==> src/rtl/uart_rx_pkg.sv <==
// uart_rx_pkg: shared constants for the parametrised UART receiver.
//   - parity_mode encodings (PAR_NONE / PAR_EVEN / PAR_ODD; 2'b11 behaves as none)
//   - receiver FSM state type
//   - default oversample ratio and the majority-vote sample indices
package uart_rx_pkg;

  localparam logic [1:0] PAR_NONE = 2'b00;
  localparam logic [1:0] PAR_EVEN = 2'b01;
  localparam logic [1:0] PAR_ODD  = 2'b10;

  localparam int unsigned OVERSAMPLE_DEF = 16;

  typedef enum logic [2:0] {
    ST_IDLE,
    ST_START,
    ST_DATA,
    ST_PARITY,
    ST_STOP,
    ST_BREAK
  } rx_state_e;

  // Three samples straddling the bit centre.
  function automatic int unsigned vote_lo(input int unsigned os);
    return os / 2 - 1;
  endfunction

  function automatic int unsigned vote_mid(input int unsigned os);
    return os / 2;
  endfunction

  function automatic int unsigned vote_hi(input int unsigned os);
    return os / 2 + 1;
  endfunction

  localparam int unsigned VOTE_LO_DEF  = OVERSAMPLE_DEF / 2 - 1;
  localparam int unsigned VOTE_MID_DEF = OVERSAMPLE_DEF / 2;
  localparam int unsigned VOTE_HI_DEF  = OVERSAMPLE_DEF / 2 + 1;

endpackage

==> src/rtl/uart_rx_tick_gen.sv <==
// uart_rx_tick_gen: oversample tick generator.
//   clk, rst : clock, synchronous active-high reset
//   clr      : restart the tick period and sample index (start-bit alignment)
//   div      : tick period is div+1 clk cycles (loaded on clr and on every tick)
//   tick     : one-cycle pulse per tick period
//   idx      : sample index within the current bit, 0..OVERSAMPLE-1; the value
//              seen together with tick is the index of that sample
module uart_rx_tick_gen #(
  parameter int unsigned OVERSAMPLE = 16,
  parameter int unsigned DIV_W      = 16,
  parameter int unsigned IDX_W      = $clog2(OVERSAMPLE)
) (
  input  logic             clk,
  input  logic             rst,
  input  logic             clr,
  input  logic [DIV_W-1:0] div,
  output logic             tick,
  output logic [IDX_W-1:0] idx
);

  localparam logic [IDX_W-1:0] IDX_LAST = IDX_W'(OVERSAMPLE - 1);

  logic [DIV_W-1:0] cnt_q, cnt_d;
  logic [IDX_W-1:0] idx_q, idx_d;

  always_comb begin
    cnt_d = cnt_q;
    idx_d = idx_q;
    tick  = 1'b0;
    if (clr) begin
      cnt_d = div;
      idx_d = '0;
    end else if (cnt_q == '0) begin
      tick  = 1'b1;
      cnt_d = div;
      idx_d = (idx_q == IDX_LAST) ? '0 : idx_q + IDX_W'(1);
    end else begin
      cnt_d = cnt_q - DIV_W'(1);
    end
  end

  always_ff @(posedge clk) begin
    if (rst) begin
      cnt_q <= '0;
      idx_q <= '0;
    end else begin
      cnt_q <= cnt_d;
      idx_q <= idx_d;
    end
  end

  assign idx = idx_q;

endmodule

==> src/rtl/uart_rx_frame.sv <==
// uart_rx_frame: parametrised UART receiver with 2-of-3 majority voting,
// runtime baud divisor, 5..9 data bits, optional parity, 1 or 2 stop bits and
// a valid/ready holding register.
//   clk, rst     : clock, synchronous active-high reset
//   baud_div     : oversample tick period = baud_div+1 clk (latched at start)
//   parity_mode  : 00 none, 01 even, 10 odd, 11 none (latched at start)
//   stop2        : 0 one stop bit, 1 two stop bits (latched at start)
//   rs232_rx     : asynchronous serial input, idle high
//   rx_data / parity_err / frame_err / rx_valid / rx_ready : held word + handshake
//   overrun      : one-cycle pulse when a completed frame is dropped
//   rx_busy      : receiver is inside a frame
//   rx_break     : one-cycle break pulse (macro UART_RX_BREAK_DET_EN), else 0
module uart_rx_frame
  import uart_rx_pkg::*;
#(
  parameter int unsigned DATA_BITS   = 8,
  parameter int unsigned OVERSAMPLE  = OVERSAMPLE_DEF,
  parameter int unsigned DIV_W       = 16,
  parameter int unsigned SYNC_STAGES = 2
) (
  input  logic                 clk,
  input  logic                 rst,
  input  logic [DIV_W-1:0]     baud_div,
  input  logic [1:0]           parity_mode,
  input  logic                 stop2,
  input  logic                 rs232_rx,
  output logic [DATA_BITS-1:0] rx_data,
  output logic                 rx_valid,
  input  logic                 rx_ready,
  output logic                 parity_err,
  output logic                 frame_err,
  output logic                 overrun,
  output logic                 rx_busy,
  output logic                 rx_break
);

  localparam int unsigned IDX_W = $clog2(OVERSAMPLE);
  localparam int unsigned CNT_W = $clog2(DATA_BITS);
  localparam logic [IDX_W-1:0] IDX_VLO  = IDX_W'(vote_lo(OVERSAMPLE));
  localparam logic [IDX_W-1:0] IDX_VMID = IDX_W'(vote_mid(OVERSAMPLE));
  localparam logic [IDX_W-1:0] IDX_VHI  = IDX_W'(vote_hi(OVERSAMPLE));
  localparam logic [IDX_W-1:0] IDX_LAST = IDX_W'(OVERSAMPLE - 1);
  localparam logic [CNT_W-1:0] BIT_LAST = CNT_W'(DATA_BITS - 1);

  rx_state_e state_q, state_d;

  logic [SYNC_STAGES-1:0] sync_q, sync_d;
  logic                   prev_q, prev_d;
  logic [DIV_W-1:0]       div_q, div_d;
  logic [1:0]             pmode_q, pmode_d;
  logic                   stop2_q, stop2_d;
  logic [1:0]             ones_q, ones_d;
  logic                   vbit_q, vbit_d;
  logic [DATA_BITS-1:0]   shift_q, shift_d;
  logic [CNT_W-1:0]       bit_cnt_q, bit_cnt_d;
  logic                   stop_cnt_q, stop_cnt_d;
  logic                   perr_q, perr_d;
  logic                   ferr_q, ferr_d;
  logic [DATA_BITS-1:0]   rx_data_q, rx_data_d;
  logic                   rx_valid_q, rx_valid_d;
  logic                   parity_err_q, parity_err_d;
  logic                   frame_err_q, frame_err_d;
  logic                   overrun_q, overrun_d;
`ifdef UART_RX_BREAK_DET_EN
  logic                   any1_q, any1_d;
  logic                   rx_break_q, rx_break_d;
`endif

  logic             line;
  logic             start_det;
  logic             brk_clr;
  logic             frame_done;
  logic             tick;
  logic [IDX_W-1:0] idx;
  logic             vote_done;
  logic             bit_end;
  logic             vbit;
  logic             par_en;

  assign line      = sync_q[SYNC_STAGES-1];
  assign start_det = (state_q == ST_IDLE) && prev_q && !line;
  assign vote_done = tick && (idx == IDX_VHI);
  assign bit_end   = tick && (idx == IDX_LAST);
  // ones_q holds the count of 1s from the first two samples.
  assign vbit      = ones_q[1] | (ones_q[0] & line);
  assign par_en    = (pmode_q == PAR_EVEN) || (pmode_q == PAR_ODD);

  // The live baud_div is used on the start-detect cycle so the first bit is
  // already timed with the value being latched.
  uart_rx_tick_gen #(
    .OVERSAMPLE (OVERSAMPLE),
    .DIV_W      (DIV_W),
    .IDX_W      (IDX_W)
  ) u_tick_gen (
    .clk  (clk),
    .rst  (rst),
    .clr  (start_det | brk_clr),
    .div  (start_det ? baud_div : div_q),
    .tick (tick),
    .idx  (idx)
  );

  always_comb begin
    sync_d       = {sync_q[SYNC_STAGES-2:0], rs232_rx};
    prev_d       = line;
    state_d      = state_q;
    div_d        = div_q;
    pmode_d      = pmode_q;
    stop2_d      = stop2_q;
    ones_d       = ones_q;
    vbit_d       = vbit_q;
    shift_d      = shift_q;
    bit_cnt_d    = bit_cnt_q;
    stop_cnt_d   = stop_cnt_q;
    perr_d       = perr_q;
    ferr_d       = ferr_q;
    rx_data_d    = rx_data_q;
    rx_valid_d   = rx_valid_q;
    parity_err_d = parity_err_q;
    frame_err_d  = frame_err_q;
    overrun_d    = 1'b0;
    brk_clr      = 1'b0;
    frame_done   = 1'b0;
`ifdef UART_RX_BREAK_DET_EN
    any1_d       = any1_q;
    rx_break_d   = 1'b0;
`endif

    if (tick && (idx == IDX_VLO)) begin
      ones_d = {1'b0, line};
    end else if (tick && (idx == IDX_VMID)) begin
      ones_d = ones_q + {1'b0, line};
    end

    case (state_q)
      ST_IDLE: begin
        if (start_det) begin
          state_d = ST_START;
          div_d   = baud_div;
          pmode_d = parity_mode;
          stop2_d = stop2;
          perr_d  = 1'b0;
          ferr_d  = 1'b0;
`ifdef UART_RX_BREAK_DET_EN
          any1_d  = 1'b0;
`endif
        end
      end
      ST_START: begin
        if (vote_done) vbit_d = vbit;
        if (bit_end) begin
          if (vbit_q) begin
            state_d = ST_IDLE;
          end else begin
            state_d   = ST_DATA;
            bit_cnt_d = '0;
          end
        end
      end
      ST_DATA: begin
        if (vote_done) begin
          shift_d = {vbit, shift_q[DATA_BITS-1:1]};
`ifdef UART_RX_BREAK_DET_EN
          any1_d  = any1_q | vbit;
`endif
        end
        if (bit_end) begin
          if (bit_cnt_q == BIT_LAST) begin
            state_d    = par_en ? ST_PARITY : ST_STOP;
            stop_cnt_d = 1'b0;
          end else begin
            bit_cnt_d = bit_cnt_q + CNT_W'(1);
          end
        end
      end
      ST_PARITY: begin
        if (vote_done) begin
          perr_d = (^shift_q ^ vbit) != (pmode_q == PAR_ODD);
`ifdef UART_RX_BREAK_DET_EN
          any1_d = any1_q | vbit;
`endif
        end
        if (bit_end) begin
          state_d    = ST_STOP;
          stop_cnt_d = 1'b0;
        end
      end
      ST_STOP: begin
        // Completion happens at the vote of the last stop bit so a slightly
        // fast transmitter's next start edge is never missed.
        if (vote_done) begin
          ferr_d = ferr_q | ~vbit;
`ifdef UART_RX_BREAK_DET_EN
          if (!stop_cnt_q && !vbit && !any1_q) begin
            state_d    = ST_BREAK;
            rx_break_d = 1'b1;
            brk_clr    = 1'b1;
          end else
`endif
          if (stop_cnt_q == stop2_q) begin
            frame_done = 1'b1;
            state_d    = ST_IDLE;
          end
        end else if (bit_end) begin
          stop_cnt_d = 1'b1;
        end
      end
`ifdef UART_RX_BREAK_DET_EN
      ST_BREAK: begin
        // Hold the bit timer in reset while the line is low; a full bit of
        // idle-high after that re-arms start detection.
        if (!line) begin
          brk_clr = 1'b1;
        end else if (bit_end) begin
          state_d = ST_IDLE;
        end
      end
`endif
      default: state_d = ST_IDLE;
    endcase

    if (rx_valid_q && rx_ready) rx_valid_d = 1'b0;
    if (frame_done) begin
      if (!rx_valid_q || rx_ready) begin
        rx_data_d    = shift_q;
        parity_err_d = perr_q;
        frame_err_d  = ferr_d;
        rx_valid_d   = 1'b1;
      end else begin
        overrun_d = 1'b1;
      end
    end
  end

  always_ff @(posedge clk) begin
    if (rst) begin
      sync_q       <= '1;
      prev_q       <= 1'b1;
      state_q      <= ST_IDLE;
      div_q        <= '0;
      pmode_q      <= '0;
      stop2_q      <= 1'b0;
      ones_q       <= '0;
      vbit_q       <= 1'b0;
      shift_q      <= '0;
      bit_cnt_q    <= '0;
      stop_cnt_q   <= 1'b0;
      perr_q       <= 1'b0;
      ferr_q       <= 1'b0;
      rx_data_q    <= '0;
      rx_valid_q   <= 1'b0;
      parity_err_q <= 1'b0;
      frame_err_q  <= 1'b0;
      overrun_q    <= 1'b0;
`ifdef UART_RX_BREAK_DET_EN
      any1_q       <= 1'b0;
      rx_break_q   <= 1'b0;
`endif
    end else begin
      sync_q       <= sync_d;
      prev_q       <= prev_d;
      state_q      <= state_d;
      div_q        <= div_d;
      pmode_q      <= pmode_d;
      stop2_q      <= stop2_d;
      ones_q       <= ones_d;
      vbit_q       <= vbit_d;
      shift_q      <= shift_d;
      bit_cnt_q    <= bit_cnt_d;
      stop_cnt_q   <= stop_cnt_d;
      perr_q       <= perr_d;
      ferr_q       <= ferr_d;
      rx_data_q    <= rx_data_d;
      rx_valid_q   <= rx_valid_d;
      parity_err_q <= parity_err_d;
      frame_err_q  <= frame_err_d;
      overrun_q    <= overrun_d;
`ifdef UART_RX_BREAK_DET_EN
      any1_q       <= any1_d;
      rx_break_q   <= rx_break_d;
`endif
    end
  end

  assign rx_data    = rx_data_q;
  assign rx_valid   = rx_valid_q;
  assign parity_err = parity_err_q;
  assign frame_err  = frame_err_q;
  assign overrun    = overrun_q;
  assign rx_busy    = (state_q != ST_IDLE);
`ifdef UART_RX_BREAK_DET_EN
  assign rx_break   = rx_break_q;
`else
  assign rx_break   = 1'b0;
`endif

endmodule

==> config.mk <==
export PLATFORM = sky130hd
export DESIGN_NAME = uart_rx_frame
export DESIGN_NICKNAME = d
export VERILOG_FILES = /design/src/rtl/uart_rx_pkg.sv /design/src/rtl/uart_rx_tick_gen.sv /design/src/rtl/uart_rx_frame.sv
export SDC_FILE = /design/constraint.sdc
export NUM_CORES = 1
export LEC_CHECK = 0
export BUFFER_PORTS_ARGS = -buffer_cell sky130_fd_sc_hd__buf_2
export CAP_MARGIN = 15
export CORE_AREA = 4 4 95 75
export CTS_CLUSTER_SIZE = 20
export DETAILED_ROUTE_END_ITERATION = 12
export DIE_AREA = 0 0 99 79
export GPL_ROUTABILITY_DRIVEN = 1
export PLACE_DENSITY = 0.76
export RECOVER_POWER = 50
export SKIP_CTS_REPAIR_TIMING = 1
export SLEW_MARGIN = 25
export SYNTH_ARGS = -nofsm -noshare
export SYNTH_HDL_FRONTEND = slang
export SYNTH_HIERARCHICAL = 1
export SYNTH_SLANG_ARGS = --single-unit
==> constraint.sdc <==
create_clock -name clk -period 3.8 [get_ports clk]
set_input_delay 0.19 -clock clk [delete_from_list [all_inputs] [get_ports clk]]
set_output_delay 0.19 -clock clk [all_outputs]
set_load 0.02 [all_outputs]
### Word-level counts from Yosys, hierarchy flattened

Cells that the tools add are included.

| operators by class | value |
|---|---|
| reduce and logical (&&, ||, !) cells | 30 |
| add/sub/neg operators | 4 |
| bitwise gates (word level) | 6 |
| equality and inequality tests | 25 |
| multiplexer cells | 42 |

Operator list:

| cell | number |
|---|---|
| $mux W16 | 3 |
| $mux W3 | 12 |
| $ne A2 B2 Y1 const B | 12 |
| $mux W1 | 20 |
| $logic_not A16 Y1 | 1 |
| $sub A16 B1 Y16 const B | 1 |
| $pmux W3 S5 | 1 |
| $eq A4 B4 Y1 const B | 3 |
| $reduce_and A2 Y1 | 4 |
| $reduce_xor A8 Y1 | 1 |
| $logic_and A1 B1 Y1 | 7 |
| $reduce_and A7 Y1 | 1 |
| $eq A3 B2 Y1 const B | 2 |
| $eq A3 B3 Y1 const B | 2 |
| $pmux W3 S2 | 1 |
| $reduce_and A6 Y1 | 1 |
| $reduce_bool A2 Y1 | 3 |
| $reduce_bool A3 Y1 | 2 |
| $reduce_or A2 Y1 | 3 |
| $reduce_and A5 Y1 | 1 |
| $add A4 B1 Y4 const B | 1 |
| $eq A4 B3 Y1 const B | 1 |
| $mux W4 | 1 |
| $pmux W1 S2 | 2 |
| other kinds (17) | 21 |

| storage, ports and cells | value |
|---|---|
| output and inout bits | 14 |
| logic and storage cells | 128 |
| register bits | 74 |
| bits of input ports | 23 |

### Depth between registers and ports, before layout

Gate-level depths: netlist of the first run.

| depth | value |
|---|---|
| depth in word-level cells | 9 |
| mapped depth | 12 |
| gate-level depth less buffers | 9 |

### By module

The synthesis of the first run kept the hierarchy.

Modules (own cells, without submodules):

| module | instances | cells an instance | sequential area each (um^2) | area each (um^2) |
|---|---|---|---|---|
| uart_rx_frame | 1 | 251 | 1081.0 | 2461.1 |
| uart_rx_tick_gen | 1 | 116 | 400.4 | 1042.2 |

### Worst setup path before layout of the first run

Ideal clock, no wire load.

| path | value |
|---|---|
| kind | reg2reg |
| from | register u_tick_gen.cnt_q[9] |
| to | register shift_q[5] |
| arrival time | 2.532 ns |
| stages on the path, launching flop included | 9 |
| required time | 3.672 ns |
| clock period less this slack | 2.660 ns |
| library setup time | 0.128 ns |
| path slack | 1.140 ns |
| path buffers | 0 |
| cell sequence | dfxtp_1 > or4_4 > nor3_4 > nand2_1 > nor2_1 > nor4bb_1 > nand3_1 > mux2i_1 > nor2_1 |

| between the ends | value |
|---|---|
| longest elaborated chain between the ends | 5 |

Ends and longest elaborated chain:

| what | line | source |
|---|---|---|
| start: declaration | uart_rx_tick_gen.sv:23 | `logic [DIV_W-1:0] cnt_q, cnt_d;` |
| start signal: assignment | uart_rx_tick_gen.sv:47 | `cnt_q <= cnt_d;` |
| $logic_not A16 Y1 | uart_rx_tick_gen.sv:33 | `end else if (cnt_q == '0) begin` |
| $mux W1 | uart_rx_tick_gen.sv:33 |  |
| $mux W1 | uart_rx_tick_gen.sv:30 | `if (clr) begin` |
| named net tick | uart_rx_frame.sv:73 | `logic tick;` |
| $logic_and A1 B1 Y1 | uart_rx_frame.sv:82 | `assign vote_done = tick && (idx == IDX_VHI);` |
| $reduce_and A2 Y1 (no line) | n/a |  |
| end signal: assignment | uart_rx_frame.sv:268 | `shift_q <= shift_d;` |
| end: declaration | uart_rx_frame.sv:54 | `logic [DATA_BITS-1:0] shift_q, shift_d;` |

The timed path passes the listed nets, and every way through them passes these cells.
A chain may end at the register's enable or synchronous reset.

### Worst setup path in the final report of the first run

| path | value |
|---|---|
| from | register u_tick_gen.cnt_q[8] |
| to | register rx_data_q[6], in the netlist rx_data[6] |

| between the ends | value |
|---|---|
| longest elaborated chain between the ends | 7 |

Ends and longest elaborated chain:

| what | line | source |
|---|---|---|
| $logic_not A16 Y1 | uart_rx_tick_gen.sv:33 |  |
| $mux W1 | uart_rx_tick_gen.sv:33 |  |
| $mux W1 | uart_rx_tick_gen.sv:30 |  |
| named net tick | uart_rx_frame.sv:73 |  |
| $logic_and A1 B1 Y1 | uart_rx_frame.sv:82 |  |
| $mux W1 | uart_rx_frame.sv:191 | `if (vote_done) begin` |
| $mux W1 | uart_rx_frame.sv:135 | `case (state_q)` |
| $reduce_and A2 Y1 (no line) | n/a |  |
| end signal: assignment | uart_rx_frame.sv:273 | `rx_data_q <= rx_data_d;` |
| end: declaration | uart_rx_frame.sv:59 | `logic [DATA_BITS-1:0] rx_data_q, rx_data_d;` |

The timed path passes the listed nets, and every way through them passes these cells.

==> metrics.txt, run 1 <==
busiest layer in global routing=met2; Buffers on Ports=35; RSZ-0062 raised after global routing=no; crit path to=rx_data[6]; most frequent cells in the layout=74 x dfxtp_1, 35 x nor2_1, 22 x a21oi_1, 22 x buf_2, 18 x nor2b_1; GPL Wtd Cong=0.8730; Max-Cap Viols=1; Final Cell Area=0.003807 mm²; Via density=between 5 and 6; GR Util met3=5.970%; layout cells sized above 1=12.78%; Post-Syn Area=0.003503 mm²; final wirelength=6.879 mm; Max Fanout on Critical Path=11; fillers=~540; Die Span X=99 µm; DRT antenna net count=0; ys async rst share=0%; Startpoint Class=register; FF-to-FF path depth=8; DP HPWL=4.830 mm; routing usage on met2=27.82%; overall power=2.222 mW; Int Pwr=about 1.5 mW; worst reg2reg endpoint=rx_data[6]; CORE AREA=0.006162 mm²; chip height=between 70 and 80 µm; Worst IR Drop VDD=0.2849 mV; cell accounting for the most synthesized area=dfxtp_1; Slew headroom=-14.61%; antenna violations before repair=0; clock period minus worst slack=3.286 ns; sw frac=33.54%; CTS tree=built; via count=2677; num rows=25; failing checks=max-capacitance violations, max-slew violations; main area contributors after synthesis=dfxtp_1 42%, mux2_4 6.0%, mux2i_1 4.0%; Mapped Cells=367; WHS=0.03551 ns; layout net count=425; die area=0.007821 mm²; total congestion overflow=0; outcome=complete, but fails checks; Wirelength per Cell=14.33 µm; clk_skew=0.008959 ns; first-pass GRT wire length=between 10 and 15 mm; R2R Setup Slk=between 0.5 and 0.6 ns; critical path data arrival time=3.45 ns; Primary FF master, synth=dfxtp_1; PwrDens=583.5 mW/mm²; EDFF count, synth=0; Worst Hold Class=in -> reg; worst r2r src=u_tick_gen/cnt_q[8]; sequential share of the synthesized area=42.29%; DRC errors left=0; vias in the first global route=2615; most common cell after layout, fill and taps aside=dfxtp_1; CTS sink count=74; Worst Path Required=about 4 ns; CP Launch Point=u_tick_gen/cnt_q[8]; P_sw=0.7451 mW; H-Tree Depth=3; Combinational Power Share=roughly 29%; Syn-to-layout area delta=8.679%; CP Capture Type=register; clk slew on worst S/H paths=0.08 ns; clock share of power=27.7%; worst slew pin tran=1.719 ns; achievable frequency=roughly 300 MHz; area post-placement=0.003691 mm²; Post-Route Setup TNS=0 ns; Worst Setup Path Type=reg -> reg; number of diodes=0; Final Hold Fails=0; Avg Cell Area, Syn=9.546 µm²; clk root buf=clkbuf_8; number of I/O pins=37; Initial DRC Count=between 100 and 150; setup violators final=0; top cell type's share of synthesized area=between 40% and 50%; Lkg Pwr=between 1.5 and 2 nW; period utilization=slightly below 90%; Starting Density=between 50% and 60%; GRT Util Overall=19.10%; yosys warns=6; pin count of the biggest net entering global routing=43; met1 GRT Util=26.71%; CTS Buf Count=9; clk_lat worst skew=approximately 0.35 ns; Distinct cells, synth=53; #FFs+latches synth=74; fin. max-slew vios=43; Pre-antenna DRT Iters=4; Max Buffers Root-to-Sink=2; Seq pwr share=43.3%; Synth Net Count=between 300 and 400
## sequential cells by signal, indices dropped and copies added (netlist names), 2 cells and up
register and flops:
bit_cnt_q 3, div_q 16, rx_data 8, shift_q 8, u_tick_gen/idx 4, sync_q 2, state_q 3, u_tick_gen/cnt_q 16
ones_q 2, pmode_q 2
## synth_stat cells, types with 3 or more instances
master     n
a211oi_1  13
a21oi_1   23
a311oi_1   6
buf_2      5
buf_6      3
clkbuf_1  13
dfxtp_1   74
ha_1       8
inv_1     13
mux2_4    14
mux2i_1   14
nand2_1   11
nand3_1   13
nand4_1    3
nor2_1    35
nor2b_1   18
nor3_1     9
nor3b_1    7
nor4_1     3
o21ai_0   15
o31ai_1    5
or2_2      5
or3_1      4
xnor2_1   14
xor2_1     7
## logic make-up (layout without fill, tap and decap cells)
kind of cell	Yosys count	count (layout)	share of synthesized area, %
AOI/OAI and AO/OA	71	71	12.93
xor gates and xnor gates	22	22	5.893
adders and majority gates	8	8	2.857
buffers and inverters	35	67	4.679
DFF	74	74	42.29
muxes	30	30	10.64
other	1	1	0.1070
and+or+nand+nor	126	126	20.61
## through the flow
stage | utilization [%] | setup slack, ns | cells
after floorplan | - | 1.140 | 367
final | 61.79 | 0.5140 | 480
after global placement | 59.90 | 0.7757 | 464
after detailed placement | 59.90 | 0.6352 | 464
after global routing | 61.79 | 0.2269 | 480
after CTS | 63.19 | 0.6036 | 480
## worst min path at each step
| stage | start | end | slack [ns] | cells after the start |
|---|---|---|---|---|
| after floorplan | rs232_rx | sync_q[0] | 0.29 | 1 |
| after global placement | rs232_rx | sync_q[0] | 0.39 | 2 |
| after detailed placement | rs232_rx | sync_q[0] | 0.39 | 2 |
| after CTS | rs232_rx | sync_q[0] | 0.02 | 2 |
| after global routing | rs232_rx | sync_q[0] | 0.02 | 2 |
| final | rs232_rx | sync_q[0] | 0.04 | 2 |
## power by group through the flow
stage	Sequential, mW	Clock, mW	Combinational, mW
floorplan	0.947	0	0.562
global placement	0.972	0	0.636
detailed placement	0.977	0	0.657
CTS	0.961	0.630	0.661
global route	0.975	0.672	0.717
finish	0.962	0.616	0.643
## final cells by class
class	count	area, µm²	area share (%)
multi-input cells	258	1799	47.26
flip-flops and latches	74	1481	38.91
repair buffers	38	173.9	4.568
clock buffers	10	137.6	3.615
well taps	81	101.3	2.662
clock inverters	6	65.06	1.709
inverters	13	48.80	1.282
## critical path, stage by stage (launching register included)
cell	delay (ns)
dfxtp_1	0.34
or4_4	0.57
nor3_4	0.28
nand2_1	0.17
nor2_1	0.23
nor4bb_1	0.60
nand4_1	0.51
o21ai_0	0.32
a21oi_1	0.09
## layer usage
layer  wire [µm]  vias up
met5           0        -
met4          31        0
met3         350        4
met2        3008       52
met1        3488     1256
li1            -     1365
(Power assumes the default switching activity.)
==> run 2: changes to the inputs <==
--- a/config.mk
+++ b/config.mk
@@ -7,13 +7,12 @@
 export LEC_CHECK = 0
 export BUFFER_PORTS_ARGS = -buffer_cell sky130_fd_sc_hd__buf_2
 export CAP_MARGIN = 15
-export CORE_AREA = 4 4 95 75
+export CORE_AREA = 4 4 94 74
 export CTS_CLUSTER_SIZE = 20
 export DETAILED_ROUTE_END_ITERATION = 12
-export DIE_AREA = 0 0 99 79
+export DIE_AREA = 0 0 98 78
 export GPL_ROUTABILITY_DRIVEN = 1
-export PLACE_DENSITY = 0.76
-export RECOVER_POWER = 50
+export PLACE_DENSITY = 0.78
 export SKIP_CTS_REPAIR_TIMING = 1
 export SLEW_MARGIN = 25
 export SYNTH_ARGS = -nofsm -noshare
==> constraint.sdc (replaced) <==
create_clock -name clk -period 4 [get_ports clk]
set_input_delay 0.2 -clock clk [delete_from_list [all_inputs] [get_ports clk]]
set_output_delay 0.2 -clock clk [all_outputs]
set_load 0.02 [all_outputs]
==> run 2 against run 1 <==
The flow now finishes without violations. Maximum frequency up 0.68%. Global-route usage up 0.12 points. Non-clock buffer count unchanged. Worst hold slack worse by 0.0024 ns. Setup slack better by 0.22 ns.
==> metrics.txt, run 2 (synthesis results as in run 1) <==
most frequent cells in the layout=74 x dfxtp_1, 35 x nor2_1, 35 x buf_2; hold path cells=2; Final Hold Fails=0; Initial DRC Count=106; CTS sink count=74; Buffers on Ports=35; Die Span X=98 µm; Max-Cap Viols=0; clk slew on worst S/H paths=0.08 ns; clock period minus worst slack=3.264 ns; R2R Setup Slk=0.74 ns; GPL Wtd Cong=between 0.8 and 0.9; critical path data arrival time=3.48 ns; vias in the first global route=about 2600; Lkg Pwr=approximately 1.6 nW; Top Registers=div_q x16, u_tick_gen/cnt_q x16; pin count of the biggest net entering global routing=43; chip height=78 µm; setup violators final=0; worst slew pin tran=0.7625 ns; achievable frequency=306.4 MHz; fillers=523; DRT antenna net count=0; CP Capture Type=register; Max Fanout on Critical Path=11; first-pass GRT wire length=between 10 and 15 mm; Worst Hold Class=in -> reg; fin. max-slew vios=0; Max Buffers Root-to-Sink=2; Worst Setup Path Type=reg -> reg; Sequential cell area=0.001481 mm²; worst reg2reg endpoint=rx_data[1]; GRT Util Overall=19.22%; H-Tree Depth=3; outcome=complete, no violations; PwrDens=546.1 mW/mm²; CORE AREA=0.006100 mm²; die area=0.007644 mm²; total congestion overflow=0; Slew headroom=49.06%; Wirelength per Cell=14.29 µm; FF-to-FF path depth=8; Starting Density=57.44%; hold path startpoint=rs232_rx; antenna violations before repair=0; clk root buf=clkbuf_8; most common cell after layout, fill and taps aside=dfxtp_1; CTS Buf Count=9; num rows=25; Place WS=0.7960 ns; DRC errors left=0; via count=approximately 2700; layout net count=425; layout cells sized above 1=between 20% and 30%; number of diodes=0; setup ws final=0.7362 ns; Multi-input gate area=0.001862 mm²; worst r2r src=u_tick_gen/cnt_q[9]; clk_skew=between 0.008 and 0.009 ns; RSZ-0062 raised after global routing=no; Worst IR Drop VDD=0.3197 mV; Pre-antenna DRT Iters=5; final wirelength=6.861 mm; Post-Route Setup TNS=0 ns; DP HPWL=approximately 4.8 mm; Syn-to-layout area delta=11.14%; Worst Path Required=4.22 ns; number of I/O pins=37; CTS tree=built; Via density=5.535; period utilization=81.59%; Startpoint Class=register; clk_lat worst skew=about 0.35 ns; Hold EP=sync_q[0]
run 2: how the worst max path moves through the flow:
stage / slack (ns) / endpoint / from
after global placement: 0.97 / rx_data[1] / u_tick_gen/cnt_q[9]
after global routing: 0.40 / parity_err / u_tick_gen/cnt_q[9]
after CTS: 0.77 / rx_data[1] / u_tick_gen/cnt_q[9]
after floorplan: 1.34 / shift_q[5] / u_tick_gen/cnt_q[9]
final: 0.74 / rx_data[1] / u_tick_gen/cnt_q[9]
after detailed placement: 0.80 / rx_data[1] / u_tick_gen/cnt_q[9]
run 2: worst max-delay path: stages, from the launching register on:
cell      delay (ns)
dfxtp_1         0.33
or4_4           0.58
nor3_4          0.27
nand2_1         0.17
nor2_1          0.21
nor4bb_1        0.62
nand4_1         0.52
o21ai_0         0.33
a21oi_1         0.10
run 2: metrics by stage:
stage / cell area [µm²] / utilization [%] / total power [mW] / cells / hold WS (ns)
global placement: 3691 / 60.51 / 1.526 / 464 / 0.3944
global route: 3894 / 63.84 / 2.255 / 480 / 0.03117
CTS: 3894 / 63.84 / 2.143 / 480 / 0.01361
detailed placement: 3691 / 60.51 / 1.545 / 464 / 0.3870
finish: 3894 / 63.84 / 2.127 / 480 / 0.03307
floorplan: 3503 / - / 1.434 / 367 / 0.3038
run 2: cell type report:
class                   count  area share [%]
flip-flops and latches     74           38.05
clock inverters             7           2.024
inverters                  13           1.253
well taps                  81           2.603
multi-input cells         258           47.82
repair buffers             38           5.077
clock buffers               9           3.181
run 2: layer usage:
layer	global-route usage [%]	up-vias	part of all wire [%]
met2	28.94	66	44
met5	0	-	0
met3	5.121	9	5.5
met4	8.299	0	1.5
li1	-	1356	-
met1	25.95	1226	49
run 2: where the power goes:
group | internal, mW | leakage [nW] | switching (mW)
Combinational | 0.286 | 0.938 | 0.337
Sequential | 0.824 | 0.601 | 0.0901
Clock | 0.292 | 0.0921 | 0.297
Total | 1.40 | 1.63 | 0.724
